$ cat config.mk
export PLATFORM = sky130hd
export DESIGN_NAME = i2s_tdm_transmitter
export DESIGN_NICKNAME = d
export VERILOG_FILES = /design/src/rtl/i2s_tdm_transmitter.sv
export SDC_FILE = /design/constraint.sdc
export NUM_CORES = 1
export LEC_CHECK = 0
export BUFFER_PORTS_ARGS = -buffer_cell sky130_fd_sc_hd__buf_4
export CAP_MARGIN = 10
export CORE_MARGIN = 3
export CORE_UTILIZATION = 60
export CTS_CLUSTER_DIAMETER = 150
export DETAILED_ROUTE_END_ITERATION = 10
export GPL_TIMING_DRIVEN = 0
export PLACE_DENSITY = 0.82
export SKIP_CTS_REPAIR_TIMING = 1
export SYNTH_ARGS = -nofsm -noshare
export SYNTH_HDL_FRONTEND = slang
export SYNTH_SLANG_ARGS = --single-unit
$ cat constraint.sdc
create_clock -name clk_x4_i -period 6.49 [get_ports clk_x4_i]
set_input_delay 1.298 -clock clk_x4_i [delete_from_list [all_inputs] [get_ports clk_x4_i]]
set_output_delay 1.298 -clock clk_x4_i [all_outputs]
set_load 0.01 [all_outputs]
$ cat src/rtl/i2s_tdm_transmitter.sv
// -----------------------------------------------------------------------------
// i2s_tdm_transmitter
//
// Serialises TDM audio frames from a circular sample RAM onto an I2S /
// left-justified link. One clk_x4_i period is a quarter of a bit clock; the
// block walks a {frame, bit} address through the RAM and replays the last
// frame when the producer falls behind, falling back to silence after
// MISS_LIMIT consecutive misses.
//
// Ports
//   clk_x4_i              : single clock, 4x bit clock
//   rst_ni                : asynchronous active-low reset
//   resync_req_i          : 1 enables output, 0 forces Idle
//   fmt_i                 : 0 = left-justified, 1 = I2S (one-bit lag); latched in Idle
//   last_good_frame_idx_i : newest complete frame in RAM
//   ram_data_i            : RAM read data, one clk_x4_i after ram_read_addr_o
//   ram_read_addr_o       : {frame index, bit index} for the next bit tick
//   i2s_running_o         : high whenever state is not Idle
//   i2s_bclk_o            : bit clock (constant 1 in Idle)
//   i2s_fsync_o           : frame sync, low in first half of frame
//   i2s_data_o            : registered serial data
//   underrun_cnt_o        : saturating missed-frame count since last entry to Data
// -----------------------------------------------------------------------------
module i2s_tdm_transmitter #(
    parameter int CIRC_BUF_BITS = 3,
    parameter int CHANNELS      = 8,
    parameter int MISS_LIMIT    = 5,
    localparam int FB           = $clog2(CHANNELS * 32)
) (
    input  logic                        clk_x4_i,
    input  logic                        rst_ni,
    input  logic                        resync_req_i,
    input  logic                        fmt_i,
    input  logic [CIRC_BUF_BITS-1:0]    last_good_frame_idx_i,
    input  logic                        ram_data_i,
    output logic [CIRC_BUF_BITS+FB-1:0] ram_read_addr_o,
    output logic                        i2s_running_o,
    output logic                        i2s_bclk_o,
    output logic                        i2s_fsync_o,
    output logic                        i2s_data_o,
    output logic [7:0]                  underrun_cnt_o
);

    typedef enum logic [1:0] {IDLE, ZEROS, DATA} state_e;

    state_e                   state_q, state_nxt;
    logic [1:0]               phase_q;
    logic [FB-1:0]            bit_idx_q;
    logic [CIRC_BUF_BITS-1:0] read_frame_q, frame_nxt;
    logic [7:0]               misses_q, misses_nxt, misses_inc;
    logic [7:0]               underrun_q, underrun_nxt, underrun_inc;
    logic                     fmt_q;
    logic                     sample_q, sample_d_q;
    logic                     data_q, fsync_q;

    logic tick, frame_end, new_frame;

    assign tick         = (phase_q == 2'd3);
    assign frame_end    = &bit_idx_q;
    assign new_frame    = (last_good_frame_idx_i != read_frame_q);
    assign misses_inc   = misses_q + 8'd1;
    assign underrun_inc = (underrun_q == 8'hFF) ? underrun_q : underrun_q + 8'd1;

    // State register plus the counters that move with it on each bit tick.
    // NOTE: sequential state uses non-blocking assignments so every register
    // samples pre-edge values regardless of statement order.
    always_ff @(posedge clk_x4_i or negedge rst_ni) begin
        if (!rst_ni) begin
            state_q      <= IDLE;
            phase_q      <= 2'd0;
            bit_idx_q    <= '0;
            read_frame_q <= '0;
            misses_q     <= 8'd0;
            underrun_q   <= 8'd0;
            fmt_q        <= 1'b0;
            sample_q     <= 1'b0;
            sample_d_q   <= 1'b0;
        end else begin
            phase_q <= phase_q + 2'd1;
            // Format is only allowed to change while the link is stopped.
            if (state_q == IDLE) begin
                fmt_q <= fmt_i;
            end
            if (tick) begin
                bit_idx_q    <= bit_idx_q + FB'(1);
                state_q      <= state_nxt;
                read_frame_q <= frame_nxt;
                misses_q     <= misses_nxt;
                underrun_q   <= underrun_nxt;
                // Gating at capture makes Zeros silent and lets the I2S lag
                // stage carry the last real bit into the next frame.
                sample_q     <= (state_nxt == DATA) & ram_data_i;
                sample_d_q   <= sample_q;
            end
        end
    end

    // Next-state logic, evaluated as if the current cycle were a bit tick.
    // NOTE: every signal gets a default first so no path infers a latch.
    always_comb begin
        state_nxt    = state_q;
        frame_nxt    = read_frame_q;
        misses_nxt   = misses_q;
        underrun_nxt = underrun_q;
        if (!resync_req_i) begin
            state_nxt = IDLE;
        end else if (frame_end) begin
            unique case (state_q)
                IDLE, ZEROS: begin
                    if (new_frame) begin
                        state_nxt    = DATA;
                        frame_nxt    = last_good_frame_idx_i;
                        misses_nxt   = 8'd0;
                        underrun_nxt = 8'd0;
                    end else begin
                        state_nxt = ZEROS;
                        // Idle has no output to miss; only Zeros counts.
                        if (state_q == ZEROS) begin
                            underrun_nxt = underrun_inc;
                        end
                    end
                end
                DATA: begin
                    if (new_frame) begin
                        frame_nxt  = read_frame_q + CIRC_BUF_BITS'(1);
                        misses_nxt = 8'd0;
                    end else begin
                        misses_nxt   = misses_inc;
                        underrun_nxt = underrun_inc;
                        if (misses_inc >= 8'(MISS_LIMIT)) begin
                            state_nxt = ZEROS;
                        end
                    end
                end
                default: state_nxt = IDLE;
            endcase
        end
    end

    // Serial outputs change on falling bclk (phase 1->2); entering Idle
    // clears them at the tick itself so Idle never shows stale data.
    always_ff @(posedge clk_x4_i or negedge rst_ni) begin
        if (!rst_ni) begin
            data_q  <= 1'b0;
            fsync_q <= 1'b0;
        end else if (tick && state_nxt == IDLE) begin
            data_q  <= 1'b0;
            fsync_q <= 1'b0;
        end else if (phase_q == 2'd1) begin
            if (state_q == IDLE) begin
                data_q  <= 1'b0;
                fsync_q <= 1'b0;
            end else begin
                data_q  <= fmt_q ? sample_d_q : sample_q;
                // Second half of the frame is exactly the bit-index MSB.
                fsync_q <= bit_idx_q[FB-1];
            end
        end
    end

    // Output decode.
    always_comb begin
        i2s_running_o   = (state_q != IDLE);
        i2s_bclk_o      = i2s_running_o ? ~phase_q[1] : 1'b1;
        // Frame field follows the boundary decision so the first bit of a
        // new frame is already being fetched during the last bit period.
        ram_read_addr_o = {frame_nxt, bit_idx_q + FB'(1)};
    end

    assign i2s_fsync_o    = fsync_q;
    assign i2s_data_o     = data_q;
    assign underrun_cnt_o = underrun_q;

endmodule

# After elaboration in Yosys (flattened, before gate mapping)
# Cells that the tools add are included.
classes:
  bitwise_logic: 2
  div: 0
  n_mul: 0
  shift: 0
  magnitude_cmp: 1
  n_reduce_logical: 10
  muxes: 27
  n_addsub: 5
  n_eq_ne: 10
op_table:
  columns: ["operator", "count"]
  rows:
  - ["8-bit two-way mux", 6]
  - ["8-bit case mux with 2 select lines", 2]
  - ["8-bit by 1-bit adder with 8-bit output (second input constant)", 3]
  - ["13-bit AND reduction", 1]
  - ["3-bit two-way mux", 4]
  - ["12-bit AND reduction", 1]
  - ["2-bit two-way mux", 5]
  - ["8-bit equality test (second input constant)", 1]
  - ["8-bit by 3-bit >= comparator with 1-bit output (second input constant)", 1]
  - ["1-bit two-way mux", 8]
  - ["8-bit AND reduction", 1]
  - ["2-bit equality test (second input constant)", 3]
  - ["3-bit case mux with 2 select lines", 1]
  - ["2-bit nonzero test", 3]
  - ["2-bit by 1-bit equality test with 1-bit output (second input constant)", 2]
  - ["2-bit zero test", 2]
  - ["2-bit inequality test (second input constant)", 2]
  - ["2-bit case mux with 2 select lines", 1]
  - ["3-bit by 1-bit adder with 3-bit output (second input constant)", 1]
  - ["3-bit inequality test", 1]
  - ["3-bit inequality test (second input constant)", 1]
  - ["2-bit by 1-bit adder with 2-bit output (second input constant)", 1]
  - ["2-bit OR reduction", 1]
  - ["1-bit AND", 1]
  - ["other kinds (2)", 2]
totals:
  in_bits: 8
  ramBits: 0
  wordCells: 66
  output_inout_bits: 23
  reg_bits: 36
  mem_count: 0
  latch_bits: 0
  rom_bits: 0

# Depth between registers and ports, before layout
depth:
  depth_word: 10
  mapped_depth: 9

# Worst setup path before layout
# Ideal clock, no wire load.
synth_path:
  path_kind: "in2out"
  from: "input last_good_frame_idx_i[0]"
  to: "output ram_read_addr_o[8]"
  t_arrival_ps: 2338
  path_slack_ps: 2854
  stages: 5
  required_time_ps: 5192
  path_cell_list: "xnor2_1 -> nand3_1 -> a22o_1 -> nand2_1 -> nand2_1"
synth_via:
  elab_chain_len: 5
  word_cells_on_any_way: 6
  cone_classes: "1 x eq/ne; 5 x mux"
synth_rtl:
  columns: ["element", "line_no", "rtl"]
  rows:
  - ["from (decl)", "34", "input logic [CIRC_BUF_BITS-1:0] last_good_frame_idx_i,"]
  - ["3-bit inequality test", "60", "assign new_frame = (last_good_frame_idx_i != read_frame_q);"]
  - ["3-bit two-way mux, on equally long branches", "124, 110", null]
  - ["3-bit case mux with 2 select lines *", "108", "unique case (state_q)"]
  - ["3-bit two-way mux *", "107", "end else if (frame_end) begin"]
  - ["3-bit two-way mux *", "105", "if (!resync_req_i) begin"]
  - ["to (decl)", "36", "output logic [CIRC_BUF_BITS+FB-1:0] ram_read_addr_o,"]
# Every way passes the cells marked *; elsewhere a longest branch is shown, timed or not.

# Worst setup path after layout
layout_path:
  from: "input last_good_frame_idx_i[2]"
  to: "output ram_read_addr_o[8]"
layout_via:
  elab_chain_len: 5
  word_cells_on_any_way: 6
  cone_classes: "1 x eq/ne; 5 x mux"
layout_rtl:
  columns: ["element", "line_no"]
  rows:
  - ["3-bit inequality test *", "60"]
  - ["3-bit two-way mux, on equally long branches", "124, 110"]
  - ["3-bit case mux with 2 select lines *", "108"]
  - ["3-bit two-way mux *", "107"]
  - ["3-bit two-way mux *", "105"]
# Marked as above.

==> metrics.yaml <==
timing:
  tightestPinTransition_ps: 734.4
  setup_violations: 0
  fin_skew_ps: 5.482
  relSlewSlack_pct: 50.66
  fin_crit_sh_pct: 63.60
  fmax_mhz: 242.3
  min_period_ps: 4128
  rsz0062_at_grt: "no"
  hold_viol_final: 0
  slew_violations: 0
  finalSetupTns_ps: 0
min_path:
  hold_depth: 1
  hold_path_startpoint: "phase_q[0]$_DFF_PN0_"
  hold_class: "reg2reg"
  holdPathEnd: "phase_q[0]$_DFF_PN0_"
critical_path:
  worstPathRequired_ps: 5190
  endpoint_kind: "output port"
  r2r-end: "underrun_cnt_o[2]$_DFFE_PN0P_"
  cp_slowest_cell: "xnor2_1"
  path_cells: "buf_4 > xnor2_1 > nand3_1 > a22o_1 > nand2_1 > nand2_1 > buf_4"
  crit_fanout: 8
  slowest_delay_ps: 480
  cp_top_family: "simple AND/OR/NAND/NOR gates"
  reg2reg_slack_ps: 3940
  critPathLaunchType: "input port"
  ff2ff_path_depth: 8
  reg2reg_from: "bit_idx_q[0]$_DFFE_PN0N_"
  critPathArrivalTime_ps: 2830
  path_class: "in2out"
  crit_buf_inv: 2
yosys:
  synthCells: 254
  yosysSeqAreaShare_pct: 39.07
  syn-num-nets: 270
  synthFlopType: "dfrtp_1"
  synth_edf_count: 0
  synthArstFlopShare_pct: 100.0
  synth_commonest_cells: "dfrtp_1, nand2_1, o21ai_0"
  syn_avg_cell_area_um2: 9.079
  synth_warnings: 0
  yosysMostFrequentCell: "dfrtp_1"
  ys_ff_latch: 36
  synth_top_cell_area_share_pct: 39.07
  synthTopCellsByArea: "dfrtp_1, xnor2_1, nand2_1"
  synth_area_mm2: 0.002306
  synth_top_area_cell: "dfrtp_1"
  synth.distinct_cells: 49
die:
  die_width_um: 68.00
  rows: 21
  die_h_um: 68.00
  placeableCoreArea_mm2: 0.003521
  dieArea_mm2: 0.004623
  io-pin-count: 31
  start_util_pct: 65.49
clocking:
  numCtsBuffers: 5
  cts_buffer_depth: 2
  cts_max_level: 2
  cts_tree: "yes"
  clock_latency_ps: 300
  cts_root_buf: "clkbuf_8"
  clock_sinks: 36
  clk_pin_slew_ps: 70
placed_design:
  gp_congestion: 0.8822
  io_buffers: 30
  place.detailed.hpwl_mm: 3.443
global_routing:
  grt_usage_pct: 23.41
  grt_max_degree: 37
  grt.overflow.total: 0
  grt_first_pass_wirelength_mm: 8.100
  antenna_found_initial: 0
  grt_pass1_vias: 1746
pwr:
  peakVddDrop_uv: 156.3
  power.total_uw: 436.3
  p_per_area_mw_per_mm2: 161.6
  power.leakage_uw: 0.001246
final_layout:
  drive_gt1_share_pct: 19.18
  fill_cells: 257
  nNetsFinal: 307
  area_delta_synth_final_pct: 17.09
  n_antenna_cell: 0
routing:
  dr_total_vias: 1959
  drc: 0
  drtIter0Drc: 148
  routed_wl_mm: 4.833
  ant_nets: 0
  wl_per_cell_um: 14.30
  dr.pass1.iters: 4
  via_per_inst: 5.796
run:
  cap_violations: 0
outcome:
  status: "finished, final reports clean"
==> area by class of cell <==
class / count / area (um^2) / share of cell area [%]
repair buffers: 30 / 225.2 / 8.341
well taps: 46 / 57.56 / 2.132
plain buffers: 12 / 63.81 / 2.363
clock buffers: 5 / 68.82 / 2.549
flip-flops and latches: 36 / 900.9 / 33.36
inverters: 13 / 48.80 / 1.807
multi-input cells: 193 / 1292 / 47.87
clock inverters: 3 / 42.54 / 1.576
==> state kept, by name, indices dropped and copies added (netlist names) <==
signal and flops:
state_q 2, i2s_fsync_o 1, phase_q 2, underrun_cnt_o 8
sample_q 1, i2s_data_o 1, bit_idx_q 8, read_frame_q 3
sample_d_q 1, fmt_q 1, misses_q 8
==> stage by stage <==
step | setup WS (ps) | hold slack, ps | utilization [%] | area (um^2) | std cells
final | 2362 | 470.4 | 76.69 | 2700 | 338
after global routing | 2196 | 502.8 | 76.69 | 2700 | 338
after CTS | 2389 | 467.5 | 76.69 | 2700 | 338
after detailed placement | 2408 | 456.8 | 73.53 | 2589 | 330
after global placement | 2404 | 447.1 | 73.53 | 2589 | 330
after floorplan | 2854 | 428.1 | - | 2306 | 254
==> how the worst max path moves through the flow <==
stage                                        start                  to  slack (ps)  depth (start not counted)
after floorplan           last_good_frame_idx_i[0]  ram_read_addr_o[8]        2850                          5
after global placement    last_good_frame_idx_i[0]  ram_read_addr_o[8]        2400                          7
after detailed placement  last_good_frame_idx_i[0]  ram_read_addr_o[8]        2410                          7
after CTS                 last_good_frame_idx_i[2]  ram_read_addr_o[8]        2390                          7
after global routing      last_good_frame_idx_i[0]  ram_read_addr_o[8]        2200                          7
final                     last_good_frame_idx_i[2]  ram_read_addr_o[8]        2360                          7
==> metal layers <==
layer,vias to the layer above,track usage (%),wire [um]
li1,980,-,-
met4,0,4.467,40
met5,-,0,0
met1,903,32.85,2272
met2,71,35.98,2157
met3,5,7.061,363
==> power by group <==
part | total, uW | switching (uW) | internal, uW
combinational | 13.4 | 8.67 | 4.69
sequential | 225 | 0.261 | 224
clock | 198 | 84.6 | 114
==> cells in the final DEF, fill, tap and decap left out, drive strengths merged, types with 8 or more instances in the layout <==
cell / instances
inv: 13
ha: 8
nand2: 30
nand3: 11
nand2b: 8
buf: 37
clkbuf: 10
o21ai: 16
xnor2: 13
nand4: 10
dfrtp: 36
nor2: 10
mux2i: 10
==> cells by family (layout without fill, tap and decap cells) <==
logic type / count (synthesis) / count (layout) / synth area share [%]
buffers and inverters: 25 / 63 / 4.883
flip-flops: 36 / 36 / 39.07
AO/OA/AOI/OAI: 48 / 48 / 13.78
XOR/XNOR: 19 / 19 / 7.217
AND/OR/NAND/NOR: 105 / 105 / 24.91
adder cells (fa/ha/maj): 8 / 8 / 4.341
multiplexers: 13 / 13 / 5.806
Power figures use the tool's default switching activity.
